File: src/rtl/mem8x8_arbiter.sv
// Two-port round-robin arbiter in front of an 8x8 byte array.
// Each transaction runs IDLE -> SETUP -> STROBE -> DONE with op/data held around a single-cycle select.
module mem8x8_arbiter (
  input  logic       clk,
  input  logic       reset,
  input  logic       req_a,
  input  logic       op_a,
  input  logic [2:0] addr_a,
  input  logic [7:0] wdata_a,
  output logic       ack_a,
  output logic [7:0] rdata_a,
  input  logic       req_b,
  input  logic       op_b,
  input  logic [2:0] addr_b,
  input  logic [7:0] wdata_b,
  output logic       ack_b,
  output logic [7:0] rdata_b,
  output logic [7:0] mem_sel,
  output logic       mem_op,
  output logic [7:0] mem_inp,
  input  logic [7:0] mem_outp,
  output logic       busy,
  output logic       grant
);

  typedef enum logic [1:0] {
    IDLE   = 2'd0,
    SETUP  = 2'd1,
    STROBE = 2'd2,
    DONE   = 2'd3
  } state_t;

  state_t     state;
  state_t     state_next;
  logic       load;
  logic       sel_en;
  logic       win;
  logic       op_q;
  logic [2:0] addr_q;
  logic [7:0] wdata_q;
  logic       grant_q;
  logic       last_grant;

  // A lone requester wins; on a tie the port that did not win last time goes.
  assign win = (req_a && req_b) ? ~last_grant : req_b;

  // NOTE: state and every other register are updated with <= so all flops
  // sample the same pre-edge values; blocking here would create ordering races.
  always_ff @(posedge clk) begin
    if (reset) state <= IDLE;
    else       state <= state_next;
  end

  // NOTE: every signal driven here gets a default first, so no path through
  // the case statement can leave one unassigned and infer a latch.
  always_comb begin
    state_next = state;
    load       = 1'b0;
    sel_en     = 1'b0;
    ack_a      = 1'b0;
    ack_b      = 1'b0;
    busy       = 1'b1;
    case (state)
      IDLE: begin
        busy = 1'b0;
        if (req_a || req_b) begin
          load       = 1'b1;
          state_next = SETUP;
        end
      end
      SETUP:  state_next = STROBE;
      STROBE: begin
        sel_en     = 1'b1;
        state_next = DONE;
      end
      DONE: begin
        ack_a      = ~grant_q;
        ack_b      = grant_q;
        state_next = IDLE;
      end
      default: state_next = IDLE;
    endcase
  end

  // Command registers only load on IDLE -> SETUP, which keeps op/data stable
  // for a full cycle on each side of the select pulse.
  always_ff @(posedge clk) begin
    if (reset) begin
      op_q       <= 1'b0;
      addr_q     <= '0;
      wdata_q    <= '0;
      grant_q    <= 1'b0;
      last_grant <= 1'b1;
      rdata_a    <= '0;
      rdata_b    <= '0;
    end else begin
      if (load) begin
        grant_q <= win;
        op_q    <= win ? op_b    : op_a;
        addr_q  <= win ? addr_b  : addr_a;
        wdata_q <= win ? wdata_b : wdata_a;
      end
      if (state == STROBE && !op_q) begin
        if (grant_q) rdata_b <= mem_outp;
        else         rdata_a <= mem_outp;
      end
      if (state == DONE) last_grant <= grant_q;
    end
  end

  assign mem_sel = sel_en ? (8'b1 << addr_q) : 8'b0;
  assign mem_op  = op_q;
  assign mem_inp = wdata_q;
  assign grant   = grant_q;

endmodule

File: config.mk
export PLATFORM = sky130hd
export DESIGN_NAME = mem8x8_arbiter
export DESIGN_NICKNAME = d
export VERILOG_FILES = /design/src/rtl/mem8x8_arbiter.sv
export SDC_FILE = /design/constraint.sdc
export NUM_CORES = 1
export LEC_CHECK = 0
export ABC_AREA = 1
export BUFFER_PORTS_ARGS = -buffer_cell sky130_fd_sc_hd__buf_2
export CELL_PAD_IN_SITES_DETAIL_PLACEMENT = 1
export CELL_PAD_IN_SITES_GLOBAL_PLACEMENT = 2
export CORE_UTILIZATION = 25
export CTS_CLUSTER_DIAMETER = 30
export DETAILED_ROUTE_END_ITERATION = 10
export PLACE_DENSITY_LB_ADDON = 0.1
export SYNTH_ARGS = -nofsm -noshare
export SYNTH_HDL_FRONTEND = slang
export SYNTH_SLANG_ARGS = --single-unit
File: constraint.sdc
create_clock -name clk -period 2.86 [get_ports clk]
set_clock_uncertainty 0.15 [all_clocks]
set_input_delay 0.286 -clock clk [delete_from_list [all_inputs] [get_ports clk]]
set_output_delay 0.286 -clock clk [all_outputs]
set_load 0.01 [all_outputs]
-- After elaboration in Yosys (flattened, before gate mapping)
Index checks and enable logic that the tools add are counted.
- bits in registers: 32
- bits of input ports: 36
- output and inout port bits: 37
- word-level logic and storage cells: 35
- equality and inequality tests: 4
- shifts and indexed selects: 1
- multiplexer cells: 13
- bitwise gates (word level): 2
- reductions and logical operators: 7
- operator list (operator ; count):
    8-bit two-way mux ; 2
    1-bit two-way mux ; 8
    2-bit case mux with 4 select lines ; 1
    1-bit by 3-bit left shift with 8-bit output, first input constant ; 1
    2-bit == test, second input constant ; 2
    2-bit AND reduction ; 2
    3-bit two-way mux ; 1
    2-bit by 1-bit == test with 1-bit output, second input constant ; 1
    1-bit logical AND ; 2
    2-bit zero test ; 1
    2-bit two-way mux ; 1
    2-bit inequality test, second input constant ; 1
    1-bit inverter ; 2
    1-bit zero test ; 1
    1-bit logical OR ; 1

-- Longest topological paths before layout
- depth after elaboration: 3
- gate-level depth with buffers: 8
- gate-level depth less buffers: 7

-- Worst setup path before layout
OpenSTA, ideal clock, no wires.
- path kind: register to output
- start: register state[0]
- end: output port mem_sel[0]
- data arrival time: 1087 ps
- data required time: 2424 ps
- path slack: 1337 ps
- cell stages (with the launch flop): 6
- path buffers: 0
- cells stage by stage: dfxtp_1 > inv_1 > ha_1 > inv_1 > or2_2 > nor2_1
- word-level cells in the longest chain between the ends: 3
- ends and longest elaborated chain (what ; line ; RTL):
    from (decl) ; 33 ; state_t state;
    from (signal assigned) ; 51 ; else state <= state_next;
    2-bit == test ; 63 ; case (state)
    1-bit two-way mux ; 63 ;
    8-bit two-way mux ; 111 ; assign mem_sel = sel_en ? (8'b1 << addr_q) : 8'b0;
    to (decl) ; 18 ; output logic [7:0] mem_sel,
No other way between the ends.

-- Worst setup path after layout
- start: register state[1]
- end: output port mem_sel[0]
Same word-level chain as after synthesis.

==> metrics list <==
* Routed len/inst: 11.6 um
* Slew margin rel.: 65.7%
* TritonCTS clock tree: built
* Routed wire length: 4.25 mm
- The synthesized netlist occupies a cell area of 1520 um2.
* Slowest cell on the critical path: sky130_fd_sc_hd__ha_1
- Pin count of the biggest net entering global routing: 25
- By area, the combinational part of the netlist is dominated by simple AND/OR/NAND/NOR gates.
- Actual slew at the worst max-slew pin: 0.514 ns
- Worst setup timing slack at the placement stage: 0.883 ns
- Synth Register Bits: 32
- sky130_fd_sc_hd__dfxtp_1 takes more of the synthesized area than any other cell.
* Data arrival time at the worst-slack endpoint: 1.84 ns
* Count of TritonRoute iterations in the first routing pass: 4
- Post-route core utilization: 34.3%
- After synthesis, the cell types taking the most area are sky130_fd_sc_hd__dfxtp_1 (42%), sky130_fd_sc_hd__nand2_1 (14%), sky130_fd_sc_hd__nor2_1 (11%), sky130_fd_sc_hd__a21oi_1 (6.3%), sky130_fd_sc_hd__inv_1 (5.2%).
- The number of clock buffers added by TritonCTS is 5.
* Share of power burned in registers: 37.7%
* Share of flip-flops with an asynchronous set or reset: 0%
- sky130_fd_sc_hd__nand2_1 is the most common cell in the netlist.
* Routability-driven placement congestion ratio: 0.718
- Once the floorplan was initialized, standard cells occupied 25.9% of the core.
* Via total after detailed routing: 1583
* Adder-Cell Fraction of Synth Area: 2.47%
* Switching component of the power: 622 uW
- The min-delay analysis places its worst path in the category primary input to register.
* Clock transition at the registers of the reported paths: 0.07 ns
- Area growth from synthesis to final layout: 32.7%
- The initial antenna violation count is 0.
- Number of enable-type register cells in the synthesized netlist: 0
* Power density of the placed cells: 814 nW/um2
- Worst-path cell chain: ha_1, inv_1, or2_2, nor2_1, buf_2
- Summing all flip-flop and latch instances after layout gives 641 um2.
- Buffers added on ports: 72
- Setup violations remaining at the end of the flow were counted as 0.
* Crit-path max FO: 12
* Number of nets in the synthesized netlist: 260
- The clock network burns 26.4% of the power.
* Slew Viols, Final: 0
* Switch share: 37.9%
- After detailed routing, the number of remaining DRC violations is 0.
- The internal power of the cells totals 1020 uW.
- Total of fill cells in the finished design: 788
* Placeable core region: 5890 um2
- In this run the remaining antenna-violating nets after routing total 0.
- Sum of negative setup slack: 0 ns
- Clock tree synthesis found a total of 32 sinks.
* Combined global-route utilization of all metal layers: 14.3%
* Number of hold buffers added after CTS: 0
- Data on the critical path is required at its endpoint by 2.42 ns.
- Crit path largest cell delay: 0.41 ns
* Outcome: complete, no violations
- DIE HEIGHT: 80.0 um
* Fraction of final layout cells with drive strength greater than 1: 29.8%
- Vias in the first global route: 1516
- Antenna cell count: 0
* Comb pwr share: 35.9%
- Area share of the largest cell type after synthesis: 42.1%
* Syn Area/Cell: 6.88 um2
* Die outline area: 6400 um2
- Compound-cell area share of the yosys netlist: 10.9%
- Counting cells, the worst reg-to-reg path comes to 5.
* Warnings from Yosys: 0
- Total leakage power: 0.00104 uW
- Synthesis produced 221 cells.
- Final Hold Viols: 0
- The synthesized netlist contains 22 unique library cells.
- Crit path launch type: register
- For this run, the register share of the synthesized area comes to 42.1%.
- The commonest cells after synthesis are sky130_fd_sc_hd__nand2_1 (58), sky130_fd_sc_hd__nor2_1 (45), sky130_fd_sc_hd__dfxtp_1 (32), sky130_fd_sc_hd__inv_1 (21), sky130_fd_sc_hd__a21oi_1 (19).
- Post-CTS setup repair buffer count: 0
- In this run, the number of DRC markers left after iteration 0 of detailed routing was 51.
* Final worst path period share: 79.7%
- Max cap viols: 0
* Maximum buffer depth of the clock tree: 2
- Top FF cell, synth: sky130_fd_sc_hd__dfxtp_1
* Core Rows: 28
- The clock period could shrink to 2.28 ns.
* Kind of critical path: register to primary output
- Maximum vdd drop: 0.244 mV
- RSZ-0062 raised after global routing: no
- For this design the top-level I/O count stands at 73.
* Multi-input gate area: 731 um2
- Counting instances, the worst hold path has a depth of 3.
* Worst Setup End Kind: primary output
- After layout, the worst setup slack is 0.580 ns.
* Xor-xnor portion of the synthesized cell area: 0%
- The first global-routing pass estimated 6.86 mm of wire.
* Post-synthesis mux area share: 0%
* Number of vias per cell: 4.31
* Root buffer selected by CTS: sky130_fd_sc_hd__clkbuf_8
* Level count of the clock H-tree: 2
- Gates resized during post-CTS repair numbered 0.
* Post-synthesis share of cell area spent on and, or, nand and nor gates: 34.7%
- In this run the horizontal extent of the chip is 80.0 um.
* Clock insertion delay at the later pin of the skew report: 0.29 ns
* Timing-limited maximum frequency: 0.439 GHz
- In the final design database the tool counted 330 nets.
- After global routing the overflow that remains totals 0.
* Total half-perimeter wirelength after legalization and detailed placement: 3.18 mm
-- registers in the layout (all words and copies together), names as in the netlist --
register    cells
mem_inp         8
addr_q          3
last_grant      1
state           2
mem_op          1
rdata_b         8
rdata_a         8
grant           1
-- cells by family (layout without fill, tap and decap cells) --
group           after synthesis  count (layout)
simple gates                121             121
buf+inv                      32             103
compound gates               33              33
fa+ha+maj                     3               3
flops                        32              32
-- through the flow --
stage / total power, uW / cell area [um2] / cells / hold slack [ns]
floorplan: 1060 / 1520 / 221 / 0.279
global placement: 1230 / 1910 / 359 / 0.295
detailed placement: 1240 / 1910 / 359 / 0.301
CTS: 1680 / 2020 / 367 / 0.0991
global route: 1780 / 2020 / 367 / 0.110
finish: 1640 / 2020 / 367 / 0.104
-- area by class of cell --
| class | count | area share, % |
|---|---|---|
| inverter | 23 | 4.28 |
| tap | 75 | 4.65 |
| timing repair buffer | 72 | 17.8 |
| clock inverter | 2 | 1.73 |
| multi-input combinational | 157 | 36.2 |
| clock buffer | 6 | 3.59 |
| sequential | 32 | 31.7 |
-- critical path, delay by kind of cell (launching register included) --
kind,cells,cell delay (ns)
flip-flops,1,0.39
AND/OR/NAND/NOR,2,0.45
buffers and inverters,2,0.30
adder cells (fa/ha/maj),1,0.41
-- power groups by stage --
| stage | Clock (uW) | Combinational (uW) | Sequential [uW] |
|---|---|---|---|
| 6_report | 433 | 591 | 620 |
| 5_1_grt | 467 | 678 | 635 |
| 4_1_cts | 448 | 608 | 621 |
| 3_5_place_dp | 0 | 606 | 630 |
| 3_3_place_gp | 0 | 604 | 626 |
| 2_1_floorplan | 0 | 414 | 647 |
-- worst paths after layout --
kind               startpoint          to  slack (ns)
hold / removal    mem_outp[6]  rdata_a[6]        0.10
hold reg to reg    rdata_b[7]  rdata_b[7]        0.31
setup reg to reg     state[1]  rdata_a[2]        1.15
setup / recovery     state[1]  mem_sel[0]        0.58
-- layout by cell type, fill, tap and decap left out, drive strengths merged --
cell type and instances:
clkbuf 6, inv 23, o21ai 14, nand2 59, nand4 8, or2 1, dfxtp 32, nand3b 1
nand3 4, nor3 1, nor2 47, clkinv 1, a21oi 19, ha 3, bufinv 1, buf 72
-- layer usage --
metal,GRT usage [%],up-vias,wire (um)
met1,18.1,707,2110
li1,-,831,-
met2,21.9,39,1800
met5,0,-,0
met4,6.96,0,83
met3,4.34,6,259
Power figures use the tool's default switching activity.
